--- src/rtl/dtlb_walker_pkg.sv ---
// Shared types for the DTLB page-table walker: address widths, PTE layout and walker states.
package dtlb_walker_pkg;

    localparam int unsigned VPN_W  = 20;
    localparam int unsigned PPN_W  = 20;
    localparam int unsigned PPTR_W = 20;

    typedef logic [VPN_W-1:0]  vpn_t;
    typedef logic [PPN_W-1:0]  ppn_t;
    typedef logic [PPTR_W-1:0] pptr_t;

    typedef struct packed {
        logic                valid;
        logic [30-PPN_W:0]   reserved;
        ppn_t                ppn;
    } pte_t;

    typedef enum logic [2:0] {
        StIdle,
        StReq,
        StWait,
        StFill,
        StFault,
        StRetire
    } walker_state_t;

    // One 4-byte PTE per VPN; the physical address wraps at the pointer width.
    function automatic pptr_t pte_addr(input pptr_t base, input vpn_t vpn);
        return base + pptr_t'({vpn, 2'b00});
    endfunction

endpackage

--- src/rtl/dtlb_walker_if.sv ---
// Single-outstanding PTE read port between the walker (master) and the memory arbiter (slave).
interface dtlb_walker_if;
    import dtlb_walker_pkg::*;

    logic        mem_req;
    pptr_t       mem_addr;
    logic        mem_gnt;
    logic        mem_rvalid;
    logic [31:0] mem_rdata;

    modport master (
        output mem_req,
        output mem_addr,
        input  mem_gnt,
        input  mem_rvalid,
        input  mem_rdata
    );

    modport slave (
        input  mem_req,
        input  mem_addr,
        output mem_gnt,
        output mem_rvalid,
        output mem_rdata
    );

endinterface

--- src/rtl/dtlb_walker.sv ---
// DTLB miss page-table walker: fetches one PTE per miss, then refills the DTLB or signals a fault.
module dtlb_walker
    import dtlb_walker_pkg::*;
#(
    parameter int unsigned PTE_VALID_BIT = 31,
    parameter int unsigned CNT_W         = 16
) (
    input  logic               clk,
    input  logic               rst,
    input  logic               miss,
    input  vpn_t               miss_vpn,
    input  pptr_t              ptbr,
    dtlb_walker_if.master      mem,
    output logic               write_en,
    output vpn_t               write_vpn,
    output ppn_t               write_ppn,
    output logic               fault,
    output vpn_t               fault_vpn,
    output logic               busy,
    output logic [CNT_W-1:0]   walk_cnt,
    output logic [CNT_W-1:0]   fault_cnt
);

    walker_state_t state_q, state_d;
    vpn_t          vpn_q;
    pptr_t         base_q;
    pte_t          pte;
    logic          pte_valid;
    logic          enter_fill;
    logic          enter_fault;

    function automatic logic [CNT_W-1:0] sat_inc(input logic [CNT_W-1:0] cnt, input logic en);
        if (en && (cnt != '1)) begin
            return cnt + CNT_W'(1);
        end
        return cnt;
    endfunction

    assign pte       = pte_t'(mem.mem_rdata);
    assign pte_valid = mem.mem_rdata[PTE_VALID_BIT];

    // Response is honoured only in WAIT, so a grant-cycle or post-reset rvalid is dropped.
    assign enter_fill  = (state_q == StWait) && mem.mem_rvalid && pte_valid;
    assign enter_fault = (state_q == StWait) && mem.mem_rvalid && !pte_valid;

    always_comb begin
        state_d = state_q;
        unique case (state_q)
            StIdle:   if (miss) state_d = StReq;
            StReq:    if (mem.mem_gnt) state_d = StWait;
            StWait:   if (mem.mem_rvalid) state_d = pte_valid ? StFill : StFault;
            StFill:   state_d = StRetire;
            StFault:  state_d = StRetire;
            StRetire: state_d = StIdle;
            default:  state_d = StIdle;
        endcase
    end

    assign busy         = (state_q != StIdle);
    assign mem.mem_req  = (state_q == StReq);
    assign mem.mem_addr = (state_q == StReq) ? pte_addr(base_q, vpn_q) : '0;

    always_ff @(posedge clk or negedge rst) begin
        if (!rst) begin
            state_q   <= StIdle;
            vpn_q     <= '0;
            base_q    <= '0;
            write_en  <= 1'b0;
            write_vpn <= '0;
            write_ppn <= '0;
            fault     <= 1'b0;
            fault_vpn <= '0;
            walk_cnt  <= '0;
            fault_cnt <= '0;
        end else begin
            state_q  <= state_d;
            write_en <= enter_fill;
            fault    <= enter_fault;
            if ((state_q == StIdle) && miss) begin
                vpn_q  <= miss_vpn;
                base_q <= ptbr;
            end
            if (enter_fill) begin
                write_vpn <= vpn_q;
                write_ppn <= pte.ppn;
            end
            if (enter_fault) begin
                fault_vpn <= vpn_q;
            end
            walk_cnt  <= sat_inc(walk_cnt, enter_fill || enter_fault);
            fault_cnt <= sat_inc(fault_cnt, enter_fault);
        end
    end

endmodule

--- src/flat_wrapper.sv ---
// flat-port wrapper written by rule: the top's interface ports become plain ports
module dtlb_walker_flat import dtlb_walker_pkg::*;
#(
    parameter int unsigned PTE_VALID_BIT = 31,
    parameter int unsigned CNT_W         = 16
)
  (clk, rst, miss, miss_vpn, ptbr, write_en, write_vpn, write_ppn, fault, fault_vpn, busy, walk_cnt, fault_cnt, mem_mem_req, mem_mem_addr, mem_mem_gnt, mem_mem_rvalid, mem_mem_rdata);
  dtlb_walker_if mem_i ();
  input  logic clk;
  input  logic rst;
  input  logic miss;
  input  vpn_t miss_vpn;
  input  pptr_t ptbr;
  output logic write_en;
  output vpn_t write_vpn;
  output ppn_t write_ppn;
  output logic fault;
  output vpn_t fault_vpn;
  output logic busy;
  output logic [CNT_W-1:0] walk_cnt;
  output logic [CNT_W-1:0] fault_cnt;
  output wire logic [$bits(mem_i.mem_req)-1:0] mem_mem_req;
  output wire logic [$bits(mem_i.mem_addr)-1:0] mem_mem_addr;
  input wire logic [$bits(mem_i.mem_gnt)-1:0] mem_mem_gnt;
  input wire logic [$bits(mem_i.mem_rvalid)-1:0] mem_mem_rvalid;
  input wire logic [$bits(mem_i.mem_rdata)-1:0] mem_mem_rdata;
  assign mem_mem_req = mem_i.mem_req;
  assign mem_mem_addr = mem_i.mem_addr;
  assign mem_i.mem_gnt = mem_mem_gnt;
  assign mem_i.mem_rvalid = mem_mem_rvalid;
  assign mem_i.mem_rdata = mem_mem_rdata;
  dtlb_walker #(.PTE_VALID_BIT(PTE_VALID_BIT), .CNT_W(CNT_W)) u_core (.clk(clk), .rst(rst), .miss(miss), .miss_vpn(miss_vpn), .ptbr(ptbr), .mem(mem_i), .write_en(write_en), .write_vpn(write_vpn), .write_ppn(write_ppn), .fault(fault), .fault_vpn(fault_vpn), .busy(busy), .walk_cnt(walk_cnt), .fault_cnt(fault_cnt));
endmodule
--- config.mk ---
export PLATFORM = sky130hd
export DESIGN_NAME = dtlb_walker_flat
export DESIGN_NICKNAME = d
export VERILOG_FILES = /design/src/rtl/dtlb_walker_pkg.sv /design/src/rtl/dtlb_walker_if.sv /design/src/rtl/dtlb_walker.sv /design/src/flat_wrapper.sv
export SDC_FILE = /design/constraint.sdc
export NUM_CORES = 1
export LEC_CHECK = 0
export CAP_MARGIN = 20
export CORE_ASPECT_RATIO = 1.1
export CORE_MARGIN = 2
export CORE_UTILIZATION = 43
export CTS_CLUSTER_SIZE = 14
export DETAILED_ROUTE_END_ITERATION = 10
export PLACE_DENSITY_LB_ADDON = 0.12
export SYNTH_ARGS = -nofsm -noshare
export SYNTH_HDL_FRONTEND = slang
export SYNTH_SLANG_ARGS = --single-unit
--- constraint.sdc ---
create_clock -name clk -period 2.71 [get_ports clk]
set_clock_uncertainty 0.15 [all_clocks]
set_input_delay 0.6775 -clock clk [delete_from_list [all_inputs] [get_ports clk]]
set_output_delay 0.6775 -clock clk [all_outputs]
set_load 0.01 [all_outputs]
==> results.ini, run 1 <==
[status]
status = finished, violations left
violations = negative setup slack

[floorplanning]
die_h_um = 131
io-pin-count = 193
start_util = 0.437
row_count = 46
core_um2 = 14300
die_w_um = 119
die_area_um2 = 15500

[global_routing]
grt_max_degree = 69
grt_pass1_vias = 5172
antenna_found_initial = 0
grt_pass1_wl_um = 25400
grt_usage = 0.210
grt-ovfl-total = 0

[setup_path]
reg2reg_from = u_core.fault_cnt[0]
critPathMaxFanout = 5
critPathLaunchType = flip-flop
crit_path_top_delay_cell = fa_2
reg2reg_slack_ps = 440
arrival_ps = 2510
path_cells = ha_2, inv_2, fa_2, nor2b_4, o21a_1, o21ai_4, a211o_1, nand3_1, nor3b_2, buf_2
r2r_end = u_core.fault_cnt[15]
reg2reg_depth = 8
path_class = flip-flop to output pin
crit_required_ps = 1880
slowest_delay_ps = 360
worst_setup_path_end_kind = output pin

[route]
drc = 0
drt_iter0_markers = 152
vias = 4834
ant_nets = 0
wirelength_um = 16100
firstDrtPassIters = 4
wl_per_cell_um = 16.7
vias_per_cell = 5.01

[final_layout]
mostFrequentLayoutCells = 161 x clkdlybuf4s50_1, 137 x dfrtp_1, 97 x mux2_2, 70 x buf_4, 26 x xnor2_1
mostFrequentLayoutCell = clkdlybuf4s50_1
nNetsFinal = 858
utilization = 0.669
syn_to_final_growth_pct = 53.0
final_cell_area_um2 = 9590
drive_gt1_frac = 0.342
n_antenna_cell = 0
instances_no_fill = 965

[synth]
syn_area_um2 = 6260
synth.avg_cell_area_um2 = 12.5
synth_flop_cell = dfrtp_1
async_reset_ff_frac = 1.00
yosysTopAreaCell = dfrtp_1
synth_cell_types = 48
synth-seq-area-share = 0.547
synth_top_area_frac = 0.547
syn_inst = 500
synth_warnings = 0
ys_ff_latch = 137
synth_area_leaders = dfrtp_1 55%, mux2_2 17%, ha_1 3.8%
synth-edff-count = 0
synth_nets = 597

[clock_network]
cts.htree.levels = 4
hold_buffers = 0
numCtsBuffers = 17
clkSinkCount = 137
clkTransAtPathRegs_ps = 50
cts_max_path_buffers = 2
clock_latency_ps = 410
clockRootBuffer = clkbuf_16
cts_tree = built

[sta]
fmax_mhz = 300
post-route-period-util = 1.23
drv_slew = 0
final-hold-violation-count = 0
slew_headroom = 0.571
worst_slack_ps = -625
setup_violations = 14
tightestPinTransition_ps = 643
finalCriticalPeriod_ps = 3330
rsz0062_at_grt = yes
setup-tns-final_ps = -6460

[placement]
portBuffers = 181
placed_cells = 928
place_area_um2 = 8840
place_hpwl_um = 11700
place.gp.congestion = 0.844

[power]
p_leak_nw = 4.30
peakVddDrop_mv = 0.521
p_per_area_nw_per_um2 = 1290
total_power_mw = 12.4

[run]
maxCapViolations = 0

[worst_hold_path]
hold_class = primary input to asynchronous set/reset pin

-- power breakdown --
| group | internal (mW) | total (mW) | leakage [nW] | switching [mW] |
|---|---|---|---|---|
| clock network | 1.42 | 2.23 | 0.272 | 0.816 |
| logic | 3.79 | 6.78 | 2.31 | 2.99 |
| registers | 2.85 | 3.35 | 1.72 | 0.505 |
| total | 8.05 | 12.4 | 4.30 | 4.31 |
-- synth_stat cells (all sizes together), types with 2 or more instances --
master	n
ha	19
and2	3
o21ai	14
o221ai	2
clkbuf	2
nor2b	6
mux2	98
buf	12
dfrtp	137
or3	4
and3	8
inv	14
nand3	17
nor3b	5
a21oi	16
a211oi	2
a21o	7
nand4	7
nand2	27
nor3	10
o21a	5
o31ai	2
xor2	13
o211ai	3
and4	3
xnor2	27
nor2	22
a211o	2
-- metal layers --
metal	part of all wire	GRT usage	up-vias	routed length, um
met3	0.063	0.0707	19	1020
met5	0	0	-	0
met1	0.40	0.236	2375	6390
met4	0.018	0.0735	0	285
met2	0.52	0.376	143	8430
li1	-	-	2297	-
-- flip-flops by register name, summed over array words and instances (netlist names) --
name and cells:
u_core.fault_cnt 16, u_core.walk_cnt 16, u_core.fault 1, u_core.write_vpn 20, u_core.fault_vpn 20, u_core.write_ppn 20
u_core.state_q 3, u_core.write_en 1, u_core.vpn_q 20, u_core.base_q 20
-- critical path: cells and delay by family, from the launching register on --
kind / cells / cell delay, ps
AO/OA/AOI/OAI: 3 / 600
AND/OR/NAND/NOR: 3 / 400
buffers and inverters: 2 / 200
adder cells (fa/ha/maj): 2 / 560
flip-flops: 1 / 350
-- worst max-delay path by stage --
stage | from | endpoint | slack [ps]
after detailed placement | u_core.base_q[2] | mem_mem_addr[18] | -670
after global routing | u_core.vpn_q[3] | mem_mem_addr[17] | -790
final | u_core.vpn_q[0] | mem_mem_addr[14] | -620
after floorplan | u_core.vpn_q[0] | mem_mem_addr[18] | -1
after global placement | u_core.base_q[2] | mem_mem_addr[18] | -590
after CTS | u_core.vpn_q[0] | mem_mem_addr[14] | -650
-- stage by stage --
step	setup WS, ps	hold WS [ps]
6_report	-625	129
3_5_place_dp	-673	333
2_1_floorplan	-1.31	232
5_1_grt	-793	166
4_1_cts	-649	141
3_3_place_gp	-592	325
-- what timing repair did --
item	CTS	global route
resized for setup	97	18
setup buffers	3	4
endpoints found under the setup margin	19	21
pin swaps	20	25
-- kinds of logic after synthesis --
| logic type | Yosys count | synth area share |
|---|---|---|
| DFF | 137 | 0.547 |
| and+or+nand+nor | 118 | 0.0995 |
| muxes | 98 | 0.177 |
| AOI/OAI and AO/OA | 59 | 0.0603 |
| xor gates and xnor gates | 40 | 0.0559 |
| buffers and inverters | 28 | 0.0190 |
| adders and majority gates | 20 | 0.0412 |
-- final cells by class --
| class | count | area [um2] |
|---|---|---|
| multi-input combinational | 335 | 2940 |
| inverter | 14 | 52.6 |
| timing repair buffer | 256 | 2350 |
| clock inverter | 7 | 92.6 |
| sequential | 137 | 3430 |
| fill | 1098 | 4750 |
| clock buffer | 24 | 482 |
| tap | 192 | 240 |
Power figures use the tool's default switching activity.
==> inputs of run 2 (changes only) <==
GPL_TIMING_DRIVEN = 0   (was default)
==> run 2 against run 1 <==
  * The flow still finishes with violations (negative setup slack)
  * Setup slack gained 32 ps
  * Total power fell by 1.6%
  * Global-route usage up 0.32 points
  * Design area down 1.6%
  * Wire length up 1.0%
  * Register-to-register slack got worse by 160 ps
  * Largest cell class unchanged
==> results.ini, run 2 (same netlist as run 1, synthesis figures left out) <==
[global_routing]
busiest_layer = met2
grt-ovfl-total = 0  ; unchanged
grt_pass1_vias = 5050  ; -2.4%
grt_pass1_wl_um = 25900  ; +2.1%
grtUsageMet1 = 0.247  ; +0.0111
grt_max_degree = 101  ; +46%
grt_usage = 0.213  ; +0.00323
antenna_found_initial = 0  ; unchanged
grtUsageMet2 = 0.381  ; +0.00575
use_met3 = 0.0716  ; +0.000868

[power]
p_leak_nw = 4.10  ; -4.7%
total_power_mw = 12.2  ; -1.6%
p_per_area_nw_per_um2 = 1290  ; about the same
peakVddDrop_mv = 0.572  ; +9.7%

[final_layout]
mostFrequentLayoutCell = clkdlybuf4s50_1
multi_input_area_um2 = 3090  ; +5.0%
syn_to_final_growth_pct = 50.6
fillerInstances = 1065  ; -3.0%
drive_gt1_frac = 0.326  ; -0.0159
mostFrequentLayoutCells = 158 x clkdlybuf4s50_1, 135 x dfrtp_1, 97 x mux2_2, 26 x nand2_1, 26 x xnor2_1
nNetsFinal = 818  ; -4.7%
n_antenna_cell = 0  ; unchanged
final-seq-area_um2 = 3430  ; about the same

[sta]
finalCriticalPeriod_ps = 3300  ; -31.8 ps
setup_violations = 15  ; +1
final-hold-violation-count = 0  ; unchanged
tightestPinTransition_ps = 757  ; +113 ps
slew_headroom = 0.496  ; -0.0755
setup-tns-final_ps = -6380  ; +82.8 ps
drv_slew = 0  ; unchanged
rsz0062_at_grt = yes
fmax_mhz = 303  ; +0.96%
worst_slack_ps = -593  ; +31.8 ps
post-route-period-util = 1.22  ; -0.0117

[clock_network]
clkTransAtPathRegs_ps = 60  ; about the same
cts_max_path_buffers = 2  ; unchanged
cts.htree.levels = 4  ; unchanged
cts_tree = built
clock_latency_ps = 410  ; about the same
numCtsBuffers = 17  ; unchanged
clkSinkCount = 137  ; unchanged
clockRootBuffer = clkbuf_16

[setup_path]
reg2reg_from = u_core.state_q[2]
path_cells = ha_4, o211ai_1, o211ai_1, nand4_1, buf_4, a21oi_4, nor3_2, nor3_2, buf_2
critPathMaxFanout = 4  ; -1
path_class = flip-flop to output pin
crit_path_top_delay_cell = dfrtp_2
worst_setup_path_end_kind = output pin
cp-startpoint = u_core.vpn_q[2]
crit_required_ps = 1880  ; about the same
critPathLaunchType = flip-flop
slowest_delay_ps = 420  ; +60 ps
arrival_ps = 2480  ; -30 ps

[route]
vias = 4764  ; -1.4%
vias_per_cell = 5.14  ; +2.7%
drc = 0  ; unchanged
wirelength_um = 16300  ; +1.0%
wl_per_cell_um = 17.6  ; +5.3%
ant_nets = 0  ; unchanged
drt_iter0_markers = 164  ; +7.9%
firstDrtPassIters = 4  ; unchanged

[floorplanning]
row_count = 46  ; unchanged
io-pin-count = 193  ; unchanged
die_h_um = 131  ; unchanged
die_w_um = 119  ; unchanged
start_util = 0.437  ; unchanged
die_area_um2 = 15500  ; unchanged
core_um2 = 14300  ; unchanged

[placement]
place.gp.congestion = 0.866  ; +2.6%
place_hpwl_um = 11300  ; -2.6%
portBuffers = 181  ; unchanged
dp_slack_ps = -736  ; -63.2 ps

[worst_hold_path]
hold_class = primary input to asynchronous set/reset pin

[status]
status = finished, violations left
violations = negative setup slack

[run]
maxCapViolations = 0  ; unchanged

## run 2: repair_timing
item / CTS / global route
endpoints found under the setup margin: 21 / 20
pin swaps: 21 / 21
setup buffers: 12 / 8
hold buffers: 0 / 0
cloned: 0 / 0
resized for setup: 117 / 24
## run 2: worst max-delay path, delay by kind of cell, from the launching register on
family | cells | cell delay, ps
compound gates | 3 | 540
fa+ha+maj | 1 | 290
simple gates | 3 | 460
flops | 1 | 420
buf+inv | 2 | 360
## run 2: final timing paths
path / endpoint / slack [ps] / cells past startpoint
min in group clk: u_core.write_vpn[1] / 340 / 2
worst max-delay path: mem_mem_addr[17] / -590 / 9
worst min-delay path: u_core.fault_vpn[6] / 20 / 1
worst min register to register: u_core.write_vpn[1] / 340 / 2
max in group asynchronous: u_core.fault_cnt[14] / 1560 / 2
worst max register to register: u_core.fault_cnt[12] / 280 / 6
## run 2: area by class of cell
class                      count  area share
buffer                        14     0.00756
clock buffer                  22      0.0513
clock inverter                10      0.0150
inverter                      14     0.00557
multi-input combinational    335       0.327
sequential                   137       0.364
tap                          192      0.0255
timing repair buffer         202       0.204
## run 2: where the power goes
group / internal, mW / total [mW] / switching, mW
Sequential: 2.85 / 3.47 / 0.625
Combinational: 3.38 / 6.28 / 2.90
Clock: 1.55 / 2.42 / 0.869
## run 2: through the flow
stage | utilization | hold slack (ps) | instances | cell area, um2
floorplan | - | 232 | 500 | 6280
global placement | 0.581 | 321 | 873 | 8330
detailed placement | 0.583 | 330 | 874 | 8360
CTS | 0.646 | 10.8 | 918 | 9260
global route | 0.658 | 32.9 | 926 | 9430
finish | 0.658 | 16.7 | 926 | 9430
## run 2: per-layer routing
layer	part of all wire	vias to the layer above
met5	0	-
met4	0.013	0
met3	0.059	14
met2	0.53	123
met1	0.40	2411
li1	-	2216
==> inputs of run 3 (changes only) <==
clock period = 3 ns   (was 2.71 ns; I/O delays follow)
==> run 3 against run 2 <==
  * Sequential cell count unchanged
  * Largest cell class unchanged
  * Die area unchanged
  * Sequential power decreased by 10%
  * Register-to-register slack improved by 300 ps
  * Via count decreased by 1.4%
  * Highest routed layer unchanged
  * Hold slack improved by 81 ps
  * Clock power decreased by 11%
  * Design area decreased by 2.3%
  * The flow still finishes with violations (negative setup slack)
  * Count of clock-buffer cells in the layout decreased by 1
  * Critical endpoint is now mem_mem_addr[14]
  * Setup slack improved by 150 ps
  * Global-route usage decreased by 0.47 points
==> results.ini, run 3 (same netlist as run 1, synthesis figures left out) <==
[status]
status = finished, violations left
violations = negative setup slack

[sta]
post-route-period-util = 1.15
setup_violations = 12  ; -3
tightestPinTransition_ps = 748  ; -8.89 ps
fmax_mhz = 291
drv_slew = 0  ; unchanged
final-hold-violation-count = 0  ; unchanged
worst_slack_ps = -442  ; +151 ps
setup-tns-final_ps = -3630  ; +2750 ps
finalCriticalPeriod_ps = 3440
slew_headroom = 0.501  ; +0.00593
hold_ws_ps = 97.5  ; +80.8 ps
rsz0062_at_grt = yes

[final_layout]
syn_to_final_growth_pct = 47.2
drive_gt1_frac = 0.286  ; -0.0395
multi_input_area_um2 = 2940  ; -4.6%
mostFrequentLayoutCells = 163 x clkdlybuf4s50_1, 136 x dfrtp_1, 97 x mux2_2, 26 x nand2_1, 26 x xnor2_1
nNetsFinal = 811  ; -0.86%
fillerInstances = 1130  ; +6.1%
final-seq-area_um2 = 3430  ; about the same
mostFrequentLayoutCell = clkdlybuf4s50_1
instances_no_fill = 919  ; -0.76%
n_antenna_cell = 0  ; unchanged

[route]
wl_per_cell_um = 17.2  ; -2.1%
wirelength_um = 15800  ; -2.9%
drc = 0  ; unchanged
firstDrtPassIters = 4  ; unchanged
ant_nets = 0  ; unchanged
vias = 4696  ; -1.4%
vias_per_cell = 5.11  ; -0.68%
drt_iter0_markers = 187  ; +14%

[clock_network]
clkTransAtPathRegs_ps = 60  ; about the same
clockRootBuffer = clkbuf_16
clkSinkCount = 137  ; unchanged
cts_tree = built
numCtsBuffers = 17  ; unchanged
clock_latency_ps = 420  ; about the same
hold_buffers = 0  ; unchanged
cts_max_path_buffers = 2  ; unchanged
cts.htree.levels = 4  ; unchanged

[setup_path]
cp_num_cells = 10  ; +1
path_buf_inv = 2  ; unchanged
slowest_delay_ps = 390  ; -30 ps
path_cells = ha_4, inv_2, fa_2, nor2b_2, o21a_1, o21ai_4, a211o_1, nand3_1, nor3b_2, buf_2
crit_required_ps = 2100  ; +220 ps
arrival_ps = 2540  ; +60 ps
critPathMaxFanout = 4  ; unchanged
cp_top_family = compound AO/OA/AOI/OAI gates
path_class = flip-flop to output pin
reg2reg_depth = 4  ; -2
worst_setup_path_end_kind = output pin
reg2reg_slack_ps = 580  ; +300 ps
reg2reg_from = u_core.state_q[2]
cp-startpoint = u_core.vpn_q[0]
critPathLaunchType = flip-flop
crit_path_end = mem_mem_addr[14]
crit_path_top_delay_cell = dfrtp_1
r2r_end = u_core.write_vpn[3]

[global_routing]
grt_max_degree = 95  ; -5.9%
grt-ovfl-total = 0  ; unchanged
grt_pass1_vias = 4998  ; -1.0%
grt_pass1_wl_um = 25100  ; -3.3%
antenna_found_initial = 0  ; unchanged
grt_usage = 0.208  ; -0.00468

[placement]
portBuffers = 181  ; unchanged
place.gp.congestion = 0.842  ; -2.8%
place_hpwl_um = 11300  ; -0.72%
placed_cells = 874  ; unchanged

[floorplanning]
row_count = 46  ; unchanged
start_util = 0.437  ; unchanged
core_um2 = 14300  ; unchanged
die_area_um2 = 15500  ; unchanged
die_w_um = 119  ; unchanged
die_h_um = 131  ; unchanged
io-pin-count = 193  ; unchanged

[power]
peakVddDrop_mv = 0.450  ; -21%
total_power_mw = 10.6  ; -13%
p_per_area_nw_per_um2 = 1150  ; -11%
p_leak_nw = 4.04  ; -1.5%

[worst_hold_path]
hold_class = primary input to asynchronous set/reset pin

[run]
maxCapViolations = 0  ; unchanged

[run 3: cell types whose count changed in the layout (fill, tap and decap cells not counted), moves of 3 or more]
| cell | delta |
|---|---|
| buf_4 | -7 |
| a21oi_1 | +3 |
| clkdlybuf4s50_1 | +5 |
| ha_1 | +4 |
| clkdlybuf4s15_2 | -3 |
| ha_4 | -3 |
| nor3_1 | +5 |
| a21oi_4 | -3 |
| nor3_2 | -5 |
[run 3: worst min path at each step]
stage | startpoint | endpoint | slack, ps | cells after the start
after floorplan | rst | u_core.base_q[0] | 300 | 0
after global placement | u_core.write_vpn[1] | u_core.write_vpn[1] | 320 | 2
after detailed placement | u_core.fault_cnt[9] | u_core.fault_cnt[9] | 330 | 1
after CTS | rst | u_core.fault_vpn[1] | 90 | 1
after global routing | rst | u_core.fault_vpn[1] | 110 | 1
final | rst | u_core.vpn_q[6] | 100 | 1
[run 3: power by group]
group          total (mW)  switching [mW]  internal [mW]
Combinational        5.34            2.45           2.89
Sequential           3.11           0.543           2.57
Clock                2.16           0.794           1.37
Total                10.6            3.78           6.83
[run 3: layout make-up]
class                   count  area share
clock inverters            11      0.0157
repair buffers            195       0.203
clock buffers              21      0.0510
flip-flops and latches    137       0.372
well taps                 192      0.0261
multi-input cells         335       0.319
inverters                  14     0.00570
plain buffers              14     0.00746
[run 3: per-stage QoR]
| stage | setup slack [ps] | utilization | cell area (um2) |
|---|---|---|---|
| after global placement | -4350 | 0.580 | 8320 |
| after detailed placement | -689 | 0.582 | 8340 |
| after floorplan | 53.5 | - | 6260 |
| after CTS | -436 | 0.641 | 9180 |
| final | -442 | 0.643 | 9220 |
| after global routing | -558 | 0.643 | 9220 |
[run 3: metal layers]
layer / vias to the layer above / GRT usage / share of wire
met4: 0 / 0.0784 / 0.016
met3: 19 / 0.0729 / 0.069
met1: 2336 / 0.237 / 0.40
met5: - / 0 / 0
li1: 2198 / - / -
met2: 143 / 0.365 / 0.52
[run 3: what timing repair did]
| item | in CTS | in global routing |
|---|---|---|
| buffers inserted | 13 | 0 |
| endpoints found under the setup margin | 18 | 16 |
| resized for setup | 103 | 8 |
| pin swaps | 21 | 9 |
| hold endpoints to repair | 0 | 0 |
| cloned | 0 | 0 |
